==> config.mk <==
export PLATFORM = sky130hd
export DESIGN_NAME = alu_seq
export DESIGN_NICKNAME = d
export VERILOG_FILES = /design/src/rtl/alu_pkg.sv /design/src/rtl/alu_mul_iter.sv /design/src/rtl/alu_seq.sv
export SDC_FILE = /design/constraint.sdc
export NUM_CORES = 1
export LEC_CHECK = 0
export CAP_MARGIN = 15
export CORE_UTILIZATION = 55
export DETAILED_ROUTE_END_ITERATION = 10
export PLACE_DENSITY = 0.82
export SLEW_MARGIN = 0
export SYNTH_ARGS = -nofsm -noshare
export SYNTH_HDL_FRONTEND = slang
export SYNTH_SLANG_ARGS = --single-unit
export TNS_END_PERCENT = 30
==> constraint.sdc <==
create_clock -name clk -period 3.9 [get_ports clk]
set_input_delay 0.78 -clock clk [delete_from_list [all_inputs] [get_ports clk]]
set_output_delay 0.78 -clock clk [all_outputs]
set_load 0.02 [all_outputs]
==> src/rtl/alu_pkg.sv <==
// alu_pkg: shared opcode, FSM state and flag-index definitions for alu_seq.
package alu_pkg;
   typedef enum logic [2:0] {
      ALU_PASS_B   = 3'b000,
      ALU_MUL      = 3'b001,
      ALU_ADD      = 3'b010,
      ALU_SUBTRACT = 3'b011,
      ALU_AND      = 3'b100,
      ALU_OR       = 3'b101,
      ALU_XOR      = 3'b110,
      ALU_RSVD     = 3'b111
   } alu_op_t;
   typedef enum logic {S_IDLE = 1'b0, S_MUL = 1'b1} alu_state_t;
   localparam int FLAG_N = 3;
   localparam int FLAG_Z = 2;
   localparam int FLAG_V = 1;
   localparam int FLAG_C = 0;
endpackage

==> src/rtl/alu_mul_iter.sv <==
// alu_mul_iter: iterative shift-add multiplier datapath, one partial product per step.
// Ports: clk, reset_n (async active-low); start loads a/b and the iteration counter;
// step performs one iteration; product is the accumulator after the current
// iteration (low WIDTH bits); last is high while the final iteration is in progress.
module alu_mul_iter
   import alu_pkg::*;
#(
   parameter int WIDTH = 64
) (
   input  logic             clk,
   input  logic             reset_n,
   input  logic             start,
   input  logic             step,
   input  logic [WIDTH-1:0] a,
   input  logic [WIDTH-1:0] b,
   output logic [WIDTH-1:0] product,
   output logic             last
);
   localparam int CW = $clog2(WIDTH);
   logic [WIDTH-1:0] acc, mcand, mplier;
   logic [CW-1:0]    cnt;
   assign product = acc + (mplier[0] ? mcand : '0);
   assign last    = cnt == '0;
   always_ff @(posedge clk or negedge reset_n)
      if (!reset_n) begin
         acc    <= '0;
         mcand  <= '0;
         mplier <= '0;
         cnt    <= '0;
      end else if (start) begin
         acc    <= '0;
         mcand  <= a;
         mplier <= b;
         cnt    <= CW'(WIDTH - 1);
      end else if (step) begin
         acc    <= product;
         mcand  <= mcand << 1;
         mplier <= mplier >> 1;
         cnt    <= cnt - CW'(1);
      end
endmodule

==> src/rtl/alu_seq.sv <==
// alu_seq: handshaked ALU with registered result/flags and sticky branch flags.
// Ports: clk, reset_n (async active-low); in_valid/in_ready request port carrying
// cntrl (opcode), A, B, set_flags; out_valid/out_ready result port carrying result,
// negative, zero, overflow, carry_out; flags_q is the sticky {N,Z,V,C} register.
// Define ALU_SEQ_MUL_EN to build the WIDTH-cycle multiplier; otherwise opcode 001
// is treated as reserved.
module alu_seq
   import alu_pkg::*;
#(
   parameter int WIDTH = 64
) (
   input  logic             clk,
   input  logic             reset_n,
   input  logic             in_valid,
   output logic             in_ready,
   input  logic [2:0]       cntrl,
   input  logic [WIDTH-1:0] A,
   input  logic [WIDTH-1:0] B,
   input  logic             set_flags,
   output logic             out_valid,
   input  logic             out_ready,
   output logic [WIDTH-1:0] result,
   output logic             negative,
   output logic             zero,
   output logic             overflow,
   output logic             carry_out,
   output logic [3:0]       flags_q
);
   alu_op_t          op;
   alu_state_t       state, state_nxt;
   logic             accept, load, sf_load, sf_mul, mul_done;
   logic             sub, arith, add_c, v_nxt, c_nxt;
   logic [WIDTH-1:0] b_eff, sum, alu_res, res_nxt, mul_prod;
   logic [3:0]       flags_nxt;
   assign op       = alu_op_t'(cntrl);
   assign in_ready = state == S_IDLE && (!out_valid || out_ready);
   assign accept   = in_valid && in_ready;
   // ADD and SUB share one adder: SUB feeds ~B with a carry-in of 1.
   assign sub            = op == ALU_SUBTRACT;
   assign arith          = op == ALU_ADD || sub;
   assign b_eff          = sub ? ~B : B;
   assign {add_c, sum}   = {1'b0, A} + {1'b0, b_eff} + {{WIDTH{1'b0}}, sub};
   always_comb begin
      alu_res = '0;
      case (op)
         ALU_PASS_B:            alu_res = B;
         ALU_ADD, ALU_SUBTRACT: alu_res = sum;
         ALU_AND:               alu_res = A & B;
         ALU_OR:                alu_res = A | B;
         ALU_XOR:               alu_res = A ^ B;
         default:               alu_res = '0;
      endcase
   end
`ifdef ALU_SEQ_MUL_EN
   alu_mul_iter #(.WIDTH(WIDTH)) u_mul (
      .clk    (clk),
      .reset_n(reset_n),
      .start  (accept && op == ALU_MUL),
      .step   (state == S_MUL),
      .a      (A),
      .b      (B),
      .product(mul_prod),
      .last   (mul_done)
   );
   // set_flags is sampled at accept but only acted on when the product lands.
   always_ff @(posedge clk or negedge reset_n)
      if (!reset_n) sf_mul <= 1'b0;
      else if (accept) sf_mul <= set_flags;
`else
   assign mul_prod = '0;
   assign mul_done = 1'b0;
   assign sf_mul   = 1'b0;
`endif
   always_ff @(posedge clk or negedge reset_n)
      if (!reset_n) state <= S_IDLE;
      else state <= state_nxt;
   always_comb begin
      state_nxt = state;
      load      = 1'b0;
      sf_load   = set_flags;
      res_nxt   = alu_res;
      v_nxt     = arith && (A[WIDTH-1] == b_eff[WIDTH-1]) && (sum[WIDTH-1] != A[WIDTH-1]);
      c_nxt     = arith && add_c;
      if (state == S_MUL) begin
         res_nxt = mul_prod;
         v_nxt   = 1'b0;
         c_nxt   = 1'b0;
         sf_load = sf_mul;
         if (mul_done) begin
            load      = 1'b1;
            state_nxt = S_IDLE;
         end
      end else if (accept) begin
`ifdef ALU_SEQ_MUL_EN
         if (op == ALU_MUL) state_nxt = S_MUL;
         else load = 1'b1;
`else
         load = 1'b1;
`endif
      end
   end
   always_comb begin
      flags_nxt         = '0;
      flags_nxt[FLAG_N] = res_nxt[WIDTH-1];
      flags_nxt[FLAG_Z] = res_nxt == '0;
      flags_nxt[FLAG_V] = v_nxt;
      flags_nxt[FLAG_C] = c_nxt;
   end
   // A new load on the retiring edge keeps out_valid high with the new result.
   always_ff @(posedge clk or negedge reset_n)
      if (!reset_n) begin
         out_valid <= 1'b0;
         result    <= '0;
         negative  <= 1'b0;
         zero      <= 1'b0;
         overflow  <= 1'b0;
         carry_out <= 1'b0;
         flags_q   <= '0;
      end else if (load) begin
         out_valid <= 1'b1;
         result    <= res_nxt;
         negative  <= flags_nxt[FLAG_N];
         zero      <= flags_nxt[FLAG_Z];
         overflow  <= flags_nxt[FLAG_V];
         carry_out <= flags_nxt[FLAG_C];
         if (sf_load) flags_q <= flags_nxt;
      end else if (out_ready) begin
         out_valid <= 1'b0;
      end
endmodule
==> results of run 1 <==
metrics by stage:
| stage | utilization | cell area, um^2 | std cells |
|---|---|---|---|
| 3_5_place_dp | 0.863 | 19000 | 2706 |
| 2_1_floorplan | - | 12800 | 1751 |
| 4_1_cts | 0.912 | 20100 | 2757 |
| 3_3_place_gp | 0.863 | 19000 | 2706 |
logic make-up after synthesis:
| kind of cell | after synthesis | share of synthesized area |
|---|---|---|
| flops | 72 | 0.145 |
| xor+xnor | 102 | 0.0717 |
| mux | 17 | 0.0141 |
| simple gates | 568 | 0.211 |
| compound gates | 534 | 0.277 |
| buf+inv | 257 | 0.0797 |
| fa+ha+maj | 201 | 0.202 |
layer usage:
layer / overflow / global-route usage
met1: 7 / 0.881
met2: 291 / 1.04
met3: 17 / 0.817
met4: 174 / 0.972
met5: 2 / 0.596
what timing repair did:
| action | CTS |
|---|---|
| gates resized for setup | 123 |
| pin swaps | 64 |
| cloned | 3 |
| setup endpoints to repair | 42 |
| buffers inserted | 36 |
synth_stat cells (5+ instances only):
cell       count  area, um^2
nand2b_1      11        68.8
mux2i_1       12         120
o31ai_1        6        45.0
o221ai_1       7        61.3
nor4_1        11        68.8
o31a_1         5        43.8
nor3_1        36         180
a21oi_1      125         626
o21a_1        18         135
nor2b_1        6        37.5
and3_1        11        68.8
buf_2         14        70.1
a21o_1        11        82.6
a221oi_1       8        70.1
xor2_1        15         131
o22ai_1        5        31.3
a22oi_1       35         263
inv_1        158         593
o211ai_1      32         240
ha_1         200        2500
a22o_1         9        78.8
a221o_1        7        70.1
o21bai_1       8        60.1
nand4b_1       5        43.8
nor2_1       106         398
and2_1         6        37.5
nand3_1       27         135
xnor2_1       87         762
or3_1         11        68.8
dfrtp_1       72        1800
o21ai_1        8        40.0
nand4_1       46         288
a31oi_1       18         113
nand2_1      265         995
nor3b_1        5        37.5
o2111ai_1      8        70.1
clkbuf_1      65         244
o21ai_0      158         791
buf_1         17        63.8
a211oi_1      24         180
==> results.yml, run 1 <==
clock_network:
  clockBufferDepth: 2
  ctsRootBufferMaster: "clkbuf_16"
  holdBufCountCts: 0
  cts_buffers: 9
  numClockSinks: 72
  htreeDepth: 3
global_route:
  grt-ovfl-total: 491
  grt.total_usage: 0.914
  grt_max_degree: 72
logic_synthesis:
  postSynthAreaPerCell_um2: 7.12
  yosys_warnings: 0
  synth_flop_cell: "dfrtp_1"
  syn_inst: 1751
  yosysUniqueCellTypes: 87
  mappedNetlistArea_um2: 12500
  synth_edf_count: 0
  synth.net_count: 2088
  ys_seq_area_frac: 0.145
  async_flop_share: 1.00
  ys_seq_elements: 72
run_status:
  status: "stopped before the end"
  firstError: "[ERROR GRT-0232] Routing congestion too high. Check the congestion heatmap in the GUI."
  haltStage: "global routing"
place:
  pre_cts_slack_ns: -1.67
  hpwl_um: 48600
  gp_congestion: 1.12
  port_buffers: 209
die:
  rows: 54
  start_util: 0.566
  boundaryPins: 210
  fp.dieH_um: 153
  dieWidth_um: 153
sta:
  worst-ep-kind: "register data pin"
  worst_endpoint: "flags_q[2]$_DFFE_PN0P_/D"
==> run 2, diff against run 1 <==
--- a/config.mk
+++ b/config.mk
@@ -6,9 +6,9 @@
 export NUM_CORES = 1
 export LEC_CHECK = 0
 export CAP_MARGIN = 15
-export CORE_UTILIZATION = 55
+export CORE_UTILIZATION = 40
 export DETAILED_ROUTE_END_ITERATION = 10
-export PLACE_DENSITY = 0.82
+export PLACE_DENSITY_LB_ADDON = 0.15
 export SLEW_MARGIN = 0
 export SYNTH_ARGS = -nofsm -noshare
 export SYNTH_HDL_FRONTEND = slang
==> run 2 against run 1 <==
  * Synthesized cell count unchanged
  * The flow now finishes, with violations (setup timing)
  * Synthesized area unchanged
==> results.yml, run 2 <==
critical_path:
  reg2reg_slack_ns: 2.18
  critPathBufInv: 6
  ff2ff_path_depth: 4
  cp-start-kind: "input pin"
  cp_cell_sequence: "buf_6 -> nand3b_4 -> buf_6 -> buf_12 -> buf_16 -> xnor2_1 -> ha_1 -> buf_6 -> nand4_1 -> nor3_4 -> nand4_1 -> a2111oi_4 -> nor3_4 -> xor2_1 -> o21ai_2 -> a2111o_1 -> nor4_2 -> buf_4 -> nand4b_1 -> o41ai_2"
  crit_path_top_delay_cell: "a2111o_1"
  path_delay_family: "simple AND/OR/NAND/NOR gates"
  rr_endpoint: "result[34]$_DFFE_PN0P_"
  max_stage_delay_ns: 0.35
  cp-end-kind: "register"
  crit_arrival_ns: 4.73
  crit_fanout: 7
  cp_common_cell: "buf_6"
  critical_path_class: "in -> reg"
  r2r_start: "out_valid$_DFFE_PN0P_"
  required_ns: 4.13
logic_synthesis:
  synth_compound_area_frac: 0.277
  synth.mux.area_fraction: 0.0141
  synth_edf_count: 0
  async_flop_share: 1.00
  synth.most_common_cell: "nand2_1"
  synth_top_cell_area_share: 0.201
  mappedNetlistArea_um2: 12500
  synth_flop_cell: "dfrtp_1"
  synth_simple_gate_area_frac: 0.211
  syn_inst: 1751
  synth.net_count: 2088
  synthTopCellsByCount: "265 x nand2_1, 200 x ha_1, 158 x inv_1, 158 x o21ai_0, 125 x a21oi_1"
  ys_seq_area_frac: 0.145
  synth_area_leaders: "ha_1 20%, dfrtp_1 14%, nand2_1 8.0%"
  synth_xor_xnor_area_share: 0.0717
  yosys_warnings: 0
  yosysTopAreaCell: "ha_1"
  yosysUniqueCellTypes: 87
  postSynthAreaPerCell_um2: 7.12
  ys_seq_elements: 72
  synth_top_family_by_area: "compound AO/OA/AOI/OAI gates"
  yosys.area_share.adder: 0.202
clock_network:
  htreeDepth: 3
  holdBufCountCts: 0
  cts_tree: "done"
  clockBufferDepth: 2
  ctsRootBufferMaster: "clkbuf_16"
  numClockSinks: 72
  clkTransAtPathRegs_ns: 0.06
  cts_buffers: 9
  insertion_delay_ns: 0.34
finish:
  fin_cells: 2904
  drive_gt1_frac: 0.333
  syn2layout_area_growth_pct: 67.8
  layout_common_cells: "601 x buf_4, 260 x nand2_1, 200 x clkdlybuf4s50_1"
  multiInputGateArea_um2: 10700
  largest_reg_flops: 64
  largestRegisters: "result: 64 flops, flags_q: 4 flops"
  nets: 2840
  final_common_cell: "buf_4"
  fillers: 2595
  regMostFlops: "result"
  seq_area_um2: 1800
  n_antenna_cell: 0
hold_path:
  holdPathStages: 2
  holdCritPathClass: "reg -> reg"
  min_to: "result[59]$_DFFE_PN0P_"
  min-delay-start: "result[59]$_DFFE_PN0P_"
sta:
  final.setup_skew_ns: 0.00973
  slew_viol_final: 0
  setup_viol: 19
  rsz0062_at_grt: "true"
  max_freq_mhz: 222
  finalWorstSetupSlack_ns: -0.602
  finalCritPeriodShare: 1.15
  hold_viol: 0
  whs_ns: 0.475
  worst_pin_slew_ns: 1.04
  fin_setup_tns_ns: -3.49
  slew_headroom: 0.307
  period_minus_slack_ns: 4.50
place:
  pre_cts_slack_ns: -1.74
  hpwl_um: 48900
  gp_congestion: 1.01
  port_buffers: 209
  dp.cells: 2847
run_status:
  status: "finished with violations"
  violations: "setup timing"
routing:
  drc_errors: 0
  first_pass_iters: 6
  finalWirelength_um: 59900
  ant_nets: 0
  drt_iter0_markers: 1419
  wl_per_cell_um: 20.6
  vias: 16352
  vias_per_cell: 5.63
global_route:
  grt.total_usage: 0.367
  grt_max_degree: 77
  antenna_found_initial: 2
  grt-ovfl-total: 0
  grt_pass1_wl_um: 88100
  grt_pass1_vias: 15537
run:
  cap_violations: 0
die:
  dieArea_um2: 31900
  fp.dieH_um: 179
  rows: 64
  dieWidth_um: 179
  start_util: 0.408
  core_um2: 30600
  boundaryPins: 210
pwr:
  power_density_nw_per_um2: 273
  power_w: 0.00572
  ir_worst_vdd_mv: 0.245
  power_leakage_nw: 9.87
-- run 2: worst max-delay path by stage --
stage	start	end	slack [ns]	cells after the start
floorplan	cntrl[2]	zero$_DFFE_PN0P_	-0.40	17
global placement	cntrl[1]	flags_q[2]$_DFFE_PN0P_	-1.59	19
detailed placement	cntrl[1]	flags_q[2]$_DFFE_PN0P_	-1.74	19
CTS	cntrl[2]	zero$_DFFE_PN0P_	-0.61	20
global route	cntrl[2]	flags_q[2]$_DFFE_PN0P_	-0.69	20
finish	cntrl[2]	zero$_DFFE_PN0P_	-0.60	20
-- run 2: power by group --
group / switching, W / internal [W] / total, W
Sequential: 0.0000848 / 0.000880 / 0.000965
Clock: 0.000318 / 0.000528 / 0.000846
Combinational: 0.00201 / 0.00190 / 0.00391
-- run 2: kinds of logic (layout without fill, tap and decap cells) --
group / Yosys count / count (layout)
and+or+nand+nor: 568 / 568
muxes: 17 / 17
xor gates and xnor gates: 102 / 102
adders and majority gates: 201 / 201
DFF: 72 / 72
buffers and inverters: 257 / 1014
AOI/OAI and AO/OA: 534 / 534
-- run 2: timing repair --
action	in CTS	in global routing
cloned	1	1
setup buffers	23	21
pin swaps	42	43
gates resized for setup	108	104
endpoints found under the setup margin	47	32
-- run 2: layer usage --
layer  vias to the layer above  track usage  wire length, um
met3                       118       0.0550             4690
met2                       702        0.603            27000
met1                      7785        0.487            26000
li1                       7745            -                -
met5                         -            0               13
met4                         2        0.120             2150
-- run 2: cell type report --
class,count,area share
multi-input combinational,1422,0.511
clock inverter,5,0.00263
tap,396,0.0237
timing repair buffer,839,0.336
sequential,72,0.0861
inverter,159,0.0285
clock buffer,11,0.0121
-- run 2: worst reg2reg max path, cell delays in order (launching register included) --
cell and delay, ns:
dfrtp_1 0.34, nand2b_1 0.11, nand2_2 0.47, buf_4 0.46, o21ai_0 0.20
-- run 2: metrics by stage --
| stage | utilization | area [um^2] |
|---|---|---|
| 4_1_cts | 0.664 | 20300 |
| 3_5_place_dp | 0.634 | 19400 |
| 2_1_floorplan | - | 12800 |
| 5_1_grt | 0.684 | 20900 |
| 6_report | 0.684 | 20900 |
| 3_3_place_gp | 0.634 | 19400 |
Power figures use the tool's default switching activity.
